==> src/rtl/sample_capture_sequencer.sv <==
// sample_capture_sequencer
// Sequences the per-channel sample shift buffers behind the tile's 8-bit input
// port. It captures DEPTH samples into every enabled channel in round-robin order
// on a programmable tick. It then drains them channel by channel, oldest first,
// over a valid/ready handshake. Buffer storage and the data path sit in the parent.
//
//   state   | meaning
//   --------+-----------------------------------------------------------
//   IDLE    | waiting for start with a nonzero channel mask
//   CAPTURE | tick counter running; one wr_en per tick, round-robin
//   DRAIN   | out_valid held high; rd_chan/rd_idx walk the captured data
module sample_capture_sequencer #(
  parameter int NUM_CHANNELS = 7,
  parameter int DEPTH        = 10,
  parameter int DIV_WIDTH    = 16,
  localparam int CW = (NUM_CHANNELS > 1) ? $clog2(NUM_CHANNELS) : 1,
  localparam int IW = $clog2(DEPTH)
) (
  input  logic                    clk,
  input  logic                    reset,
  input  logic                    start,
  input  logic                    abort,
  input  logic [DIV_WIDTH-1:0]    divider,
  input  logic [NUM_CHANNELS-1:0] chan_mask,
  output logic                    wr_en,
  output logic [CW-1:0]           wr_chan,
  output logic [CW-1:0]           rd_chan,
  output logic [IW-1:0]           rd_idx,
  output logic                    out_valid,
  input  logic                    out_ready,
  output logic                    busy,
  output logic                    done
);

  typedef enum logic [1:0] {IDLE, CAPTURE, DRAIN} state_t;

  state_t                  state;
  logic [DIV_WIDTH-1:0]    div_q;
  logic [DIV_WIDTH-1:0]    tick_cnt;
  logic [NUM_CHANNELS-1:0] mask_q;
  logic [IW-1:0]           round_cnt;

  logic [CW-1:0]           start_chan;
  logic [CW-1:0]           first_chan;
  logic [CW-1:0]           wr_next;
  logic [CW-1:0]           rd_next;
  logic                    wr_is_last_chan;
  logic                    rd_is_last_chan;
  logic [DIV_WIDTH-1:0]    tick_inc;

  function automatic logic [CW-1:0] lowest_chan(input logic [NUM_CHANNELS-1:0] m);
    logic [CW-1:0] r;
    r = '0;
    for (int i = NUM_CHANNELS - 1; i >= 0; i--) begin
      if (m[i]) r = CW'(i);
    end
    return r;
  endfunction

  // Next enabled channel above cur, wrapping to the lowest enabled one.
  function automatic logic [CW-1:0] next_chan(input logic [NUM_CHANNELS-1:0] m,
                                              input logic [CW-1:0] cur);
    logic [CW-1:0] r;
    r = lowest_chan(m);
    for (int i = NUM_CHANNELS - 1; i >= 0; i--) begin
      if (m[i] && (i > int'(cur))) r = CW'(i);
    end
    return r;
  endfunction

  function automatic logic is_highest(input logic [NUM_CHANNELS-1:0] m,
                                      input logic [CW-1:0] cur);
    logic h;
    h = 1'b1;
    for (int i = 0; i < NUM_CHANNELS; i++) begin
      if (m[i] && (i > int'(cur))) h = 1'b0;
    end
    return h;
  endfunction

  // Channel-walk helpers for the write and read pointers, and the tick increment.
  always_comb begin
    start_chan      = lowest_chan(chan_mask);
    first_chan      = lowest_chan(mask_q);
    wr_next         = next_chan(mask_q, wr_chan);
    rd_next         = next_chan(mask_q, rd_chan);
    wr_is_last_chan = is_highest(mask_q, wr_chan);
    rd_is_last_chan = is_highest(mask_q, rd_chan);
    tick_inc        = tick_cnt + DIV_WIDTH'(1);
  end

  assign busy = (state != IDLE);

  // Sequencer FSM. wr_en is registered one cycle ahead, so it is high exactly in
  // the cycle where tick_cnt equals the latched divider.
  always_ff @(posedge clk) begin
    if (reset) begin
      state     <= IDLE;
      div_q     <= '0;
      tick_cnt  <= '0;
      mask_q    <= '0;
      round_cnt <= '0;
      wr_en     <= 1'b0;
      wr_chan   <= '0;
      rd_chan   <= '0;
      rd_idx    <= '0;
      out_valid <= 1'b0;
      done      <= 1'b0;
    end else if (abort) begin
      state     <= IDLE;
      wr_en     <= 1'b0;
      out_valid <= 1'b0;
      done      <= 1'b0;
    end else begin
      done <= 1'b0;
      case (state)
        IDLE: begin
          if (start && (|chan_mask)) begin
            div_q     <= divider;
            mask_q    <= chan_mask;
            tick_cnt  <= '0;
            round_cnt <= '0;
            wr_chan   <= start_chan;
            wr_en     <= (divider == '0);
            state     <= CAPTURE;
          end
        end
        CAPTURE: begin
          if (wr_en) begin
            tick_cnt <= '0;
            wr_chan  <= wr_next;
            if (wr_is_last_chan && (round_cnt == IW'(DEPTH - 1))) begin
              wr_en     <= 1'b0;
              round_cnt <= '0;
              out_valid <= 1'b1;
              rd_chan   <= first_chan;
              rd_idx    <= '0;
              state     <= DRAIN;
            end else begin
              if (wr_is_last_chan) round_cnt <= round_cnt + IW'(1);
              wr_en <= (div_q == '0);
            end
          end else begin
            tick_cnt <= tick_inc;
            wr_en    <= (tick_inc == div_q);
          end
        end
        DRAIN: begin
          if (out_ready) begin
            if (rd_idx == IW'(DEPTH - 1)) begin
              rd_idx <= '0;
              if (rd_is_last_chan) begin
                out_valid <= 1'b0;
                done      <= 1'b1;
                state     <= IDLE;
              end else begin
                rd_chan <= rd_next;
              end
            end else begin
              rd_idx <= rd_idx + IW'(1);
            end
          end
        end
        default: state <= IDLE;
      endcase
    end
  end

endmodule
==> config.mk <==
export PLATFORM = sky130hd
export DESIGN_NAME = sample_capture_sequencer
export DESIGN_NICKNAME = d
export VERILOG_FILES = /design/src/rtl/sample_capture_sequencer.sv
export SDC_FILE = /design/constraint.sdc
export NUM_CORES = 1
export LEC_CHECK = 0
export CELL_PAD_IN_SITES_DETAIL_PLACEMENT = 2
export CELL_PAD_IN_SITES_GLOBAL_PLACEMENT = 2
export CORE_MARGIN = 5
export CORE_UTILIZATION = 34
export CTS_BUF_LIST = sky130_fd_sc_hd__clkbuf_4
export CTS_CLUSTER_DIAMETER = 200
export DETAILED_ROUTE_END_ITERATION = 6
export GPL_ROUTABILITY_DRIVEN = 0
export PLACE_DENSITY_LB_ADDON = 0.1
export SYNTH_ARGS = -nofsm -noshare
export SYNTH_HDL_FRONTEND = slang
export SYNTH_SLANG_ARGS = --single-unit
==> constraint.sdc <==
create_clock -name clk -period 3.05 [get_ports clk]
set_input_delay 0.7625 -clock clk [delete_from_list [all_inputs] [get_ports clk]]
set_output_delay 0.7625 -clock clk [all_outputs]
set_load 0.02 [all_outputs]
==> reports/results.txt, run 1 <==
Clock sink count: 58
Worst slew margin: 0.510
Synthesis Warnings: 0
Post-synth EDFFs: 0
Post-CTS Resized: 0
PortBufs: 41
Mapped Cells: 473
Largest cells by area after synthesis: dfxtp_1 32%, mux2i_1 6.9%, nor2_1 6.8%, a21oi_1 6.2%, xnor2_1 4.1%
Synth Cell Area: 0.00364 mm2
Critical-path cell list: clkdlybuf4s50_1 > nor3_1 > a311o_1 > or2_0 > buf_4 > a21oi_1 > nand2b_1 > a21oi_1
Post-synth ARST share: 0
Biggest area consumer among synthesized cells: dfxtp_1
Post-route clock skew: 0.0152 ns
Initial Utilization: 0.351
Vias in the first global route: 4052
Most frequent CP cell: a21oi_1
CP Launch Type: input pin
I/O pin count: 42
DRT antenna net count: 0
Hold Vio Cnt, Final: 0
Clk buf depth: 2
Layout cells sized above 1: 0.0840
Number of fill cells: 1234
Reg-to-Reg End: rd_idx[1]
# diodes: 0
Final instance area: 0.00438 mm2
Met1 wire length: 5580 um
Yosys cell types: 61
Initial antenna violation count: 0
R2r setup slk: 0.69 ns
Cell Pwr Density: 412 mW/mm2
Status: finished, final reports clean
Minimum clock period: 2.61 ns
DR WL met2: 6420 um
Slew @ Worst Pin: 0.728 ns
Crit Path Category: input pin to flip-flop
Leak Pwr: 1.58 nW
# rows: 37
Max cap viols: 0
CTS tree: built
DIE HEIGHT: 114 um
DRC viols: 0
CP peak stage delay: 0.48 ns
Htree depth: 3
Maximum fanout along the worst path: 11
Min Hold Slack: 0.463 ns
Sequential area share after synthesis: 0.319
Register bit total from synthesis: 58
Hold Startpoint: out_valid
Detailed Place HPWL: 9540 um
Core box area: 0.0104 mm2
Worst Hold End: out_valid
Final Setup Violations: 0
Wire length on met3: 317 um
Clk root buf: clkbuf_4
Hold Crit Class: flip-flop to flip-flop
Routed vias: 3643
First-pass GRT wire length: 20700 um
Critical path arrival: 2.94 ns
FF-to-FF path depth: 5
Area fraction of the dominant cell type after synthesis: 0.319
Reg clk slew, reported paths: 0.11 ns
Setup bufs post-CTS: 0
GRT Overall Usage: 0.201
Crit path max-delay cell type: clkdlybuf4s50_1
Area grow syn2layout: 20.2%
Top Metal Used: met4
TritonCTS buffer count: 9
DR iter-0 viols: 146
Synth Flop Type: dfxtp_1
Largest net degree at the start of global routing: 55
Critical Path RT: 3.39 ns
Syn Area/Cell: 7.70 um2
Tcrit/Tclk final: 0.855
Die area: 0.0129 mm2
Synth Net Count: 506
Achievable Freq: 383 MHz
Layout Nets: 541
Setup TNS Final: 0 ns
# hold bufs at CTS: 0
Crit end category: flip-flop
Drt wl/cell: 19.3 um
Worst r2r src: wr_chan[2]
Drt via density: 5.62
Final WL: 12500 um
Unrepaired setup endpoints after global routing: no
Min-Delay Path Depth: 2
GR Overflow Total: 0
Power, Total: 1.80 mW
Worst IR Drop VDD: 0.197 mV
First drt pass iteration count: 4
Area post-placement: 0.00420 mm2
Clock Latency Late Sink: 0.40 ns
Die width: 114 um
Max-slew violations: 0
-- cells in the final DEF (no fill, tap or decap), drive strengths merged, types with 10 or more instances in the layout --
master	netlist	routed
a21oi	45	45
buf	5	13
clkdlybuf4s50	0	40
dfxtp	58	58
inv	14	14
mux2i	25	25
nand2	27	27
nand2b	10	10
nand3	16	16
nor2	67	67
nor3	12	12
o21ai	27	27
or3	10	10
xnor2	17	17
-- how the worst max path moves through the flow --
stage	start	to	slack [ns]	depth (start not counted)
after detailed placement	chan_mask[4]	tick_cnt[15]	-0.01	8
after CTS	chan_mask[4]	tick_cnt[15]	0.44	8
after global routing	chan_mask[4]	tick_cnt[15]	0.29	8
after floorplan	reset	wr_en	0.62	8
final	chan_mask[4]	tick_cnt[15]	0.44	8
after global placement	chan_mask[0]	round_cnt[3]	0.17	6
-- state kept, by name, summed over array words and instances, names as in the netlist --
| name | flops |
|---|---|
| div_q | 16 |
| round_cnt | 4 |
| rd_chan | 3 |
| tick_cnt | 16 |
| mask_q | 7 |
| out_valid | 1 |
| wr_en | 1 |
| done | 1 |
| state | 2 |
| wr_chan | 3 |
| rd_idx | 4 |
-- final cells by class --
type | instances | area, um2 | share of cell area
repair buffers | 53 | 508 | 0.116
clock inverters | 6 | 106 | 0.0243
multi-input cells | 372 | 2310 | 0.528
well taps | 136 | 170 | 0.0389
clock buffers | 9 | 67.6 | 0.0154
flip-flops and latches | 58 | 1160 | 0.265
inverters | 14 | 52.6 | 0.0120
-- synthesized netlist by cell type (3+ instances only) --
cell type   n
nand2b_1   10
a211oi_1    5
and3_1      4
nand2_1    27
o22ai_1     3
mux2i_1    25
nor2_1     66
a31oi_1     4
a22oi_1     3
nor3_1     12
dfxtp_1    58
clkbuf_1   22
nand4_1     4
nand4b_1    3
o31ai_1     6
a21oi_1    45
or3_1       8
or2_2       5
buf_2       5
ha_1        5
a221oi_1    4
nor2b_1     5
o21ai_0    26
nor4_1      9
xnor2_1    17
nand3b_1    6
inv_1      14
a21o_1      5
o211ai_1    3
or4_1       6
nand3_1    16
a311oi_1    3
xor2_1      6
-- per-layer routing --
metal  track usage  vias up
met4        0.0577        0
met1         0.246     1797
li1              -     1785
met2         0.363       49
met3        0.0302       12
met5             0        -
-- critical path: cells and delay by family --
kind | cells | cell delay (ns)
compound gates | 3 | 0.42
buf+inv | 2 | 0.77
simple gates | 3 | 0.99
-- where the power goes --
part | switching (mW) | leakage [nW] | internal [mW]
clock network | 0.310 | 0.0911 | 0.407
logic | 0.140 | 1.02 | 0.128
registers | 0.0417 | 0.471 | 0.777
total | 0.492 | 1.58 | 1.31
-- metrics by stage --
stage          utilization  setup WS [ns]  instances
4_1_cts              0.422          0.439        648
5_1_grt              0.422          0.294        648
3_5_place_dp         0.405        -0.0117        633
6_report             0.422          0.442        648
2_1_floorplan            -          0.625        473
3_3_place_gp         0.405          0.171        633
-- cell families after synthesis --
kind of cell,count (synthesis),share of synthesized area
compound gates,123,0.212
xor+xnor,23,0.0553
fa+ha+maj,5,0.0172
buf+inv,43,0.0467
flops,58,0.319
mux,26,0.0718
simple gates,195,0.278
Note: power is estimated with default switching activity, not from simulation.
==> run 2: changes to the inputs <==
Settings changed: CORE_UTILIZATION 34 to 37.
Clock period 3.05 ns to 3 ns, I/O delays scaled along.
==> reports/results.txt, run 2 (synthesis results as in run 1) <==
Status: finished, final reports clean
Setup bufs post-CTS: 0
Drt wl/cell: 20.2 um
Tcrit/Tclk final: 0.878
DR iter-0 viols: 141
Min-Delay Path Depth: 2
GR Overflow Total: 0
Max-slew violations: 0
Fin util: 0.451
Initial antenna violation count: 0
GRT Overall Usage: 0.233
Die width: 109 um
TritonCTS buffer count: 9
Final WL: 13100 um
First-pass GRT wire length: 21500 um
Maximum fanout along the worst path: 12
Clock sink count: 58
Clk buf depth: 2
Biggest regs: div_q x16, tick_cnt x16, mask_q x7
Area of the multi-input gates: 0.00231 mm2
Leak Pwr: 1.58 nW
Slew @ Worst Pin: 0.719 ns
FF+latch area: 0.00116 mm2
Clk root buf: clkbuf_4
Cell Pwr Density: 392 mW/mm2
Post-route clock skew: 0.0106 ns
Reg clk slew, reported paths: 0.12 ns
Vias in the first global route: 4067
Critical path arrival: 2.99 ns
Most common cell after layout, fill and taps aside: nor2_1
Minimum clock period: 2.63 ns
Hold Vio Cnt, Final: 0
Achievable Freq: 380 MHz
Detailed Place HPWL: 9860 um
DIE HEIGHT: 109 um
Die area: 0.0119 mm2
Final Setup Violations: 0
Htree depth: 3
# rows: 36
I/O pin count: 42
Largest net degree at the start of global routing: 55
Critical Path RT: 3.36 ns
Layout Nets: 545
PortBufs: 41
DRT antenna net count: 0
Finished Layout Cells: 650
Worst slew margin: 0.520
Initial Utilization: 0.376
# diodes: 0
Unrepaired setup endpoints after global routing: no
First drt pass iteration count: 5
CTS tree: built
Crit Path Category: input pin to flip-flop
Power, Total: 1.71 mW
Most frequent cells in the layout: 66 x nor2_1, 58 x dfxtp_1, 45 x a21oi_1, 40 x clkdlybuf4s50_1, 27 x nand2_1
Number of fill cells: 1135
Drt via density: 5.74
Worst IR Drop VDD: 0.255 mV
Hold Crit Class: flip-flop to flip-flop
Area grow syn2layout: 19.9%
CP Launch Type: input pin
Routed vias: 3734
Max cap viols: 0
DRC viols: 0
Post-CTS Resized: 0
Placed Cells: 634
FF-to-FF path depth: 6
Clock Latency Late Sink: 0.43 ns
# hold bufs at CTS: 0
Crit end category: flip-flop
Core box area: 0.00968 mm2
Layout cells sized above 1: 0.0948
-- run 2: cell count changes in the layout (fill, tap and decap cells not counted), sizes merged --
cell	before	now
buf	13	17
bufinv	3	1
clkinv	3	4
clkinvlp	0	1
inv	14	15
-- run 2: through the flow --
step	TNS, ns	hold WS [ns]	setup WS [ns]	area, um2
5_1_grt	0	0.494	0.265	4370
2_1_floorplan	0	0.451	0.587	3640
4_1_cts	0	0.486	0.382	4370
6_report	0	0.487	0.367	4370
3_5_place_dp	-0.0450	0.454	-0.0450	4230
3_3_place_gp	0	0.451	0.120	4230
-- run 2: final cells by class --
class                      instances  area share
clock buffer                       9      0.0155
clock inverter                     7      0.0158
tap                              133      0.0381
sequential                        58       0.266
timing repair buffer              57       0.123
inverter                          14      0.0120
multi-input combinational        372       0.529
-- run 2: path summary, 6_finish.rpt --
check,start,endpoint,slack (ns)
hold / removal,out_valid,out_valid,0.49
setup reg to reg,wr_chan[2],rd_chan[0],0.66
hold reg to reg,out_valid,out_valid,0.49
setup / recovery,chan_mask[1],tick_cnt[15],0.37
-- run 2: critical path: stages --
cell and delay, ns:
clkdlybuf4s50_1 0.47, nor3_1 0.41, a311o_1 0.25, or2_0 0.53, buf_4 0.26, a21oi_1 0.04
nand2b_1 0.14, a21oi_1 0.13
-- run 2: layer usage --
layer / global-route usage / share of wire / vias to the layer above
li1: - / - / 1793
met1: 0.280 / 0.45 / 1864
met2: 0.409 / 0.50 / 55
met3: 0.0527 / 0.025 / 22
met4: 0.0757 / 0.021 / 0
met5: 0 / 0 / -
-- run 2: report_power, final --
group          internal, mW  switching (mW)  leakage, nW  total, mW
clock                 0.252           0.348       0.0737      0.601
combinational         0.133           0.145         1.04      0.278
sequential            0.791          0.0437        0.471      0.834
==> run 3: changes to the inputs <==
Settings changed: CAP_MARGIN set to 25, CTS_CLUSTER_DIAMETER 200 to 60.
==> results of run 3 <==
Same layout as run 2: the final DEF is identical, and so are final timing and power.
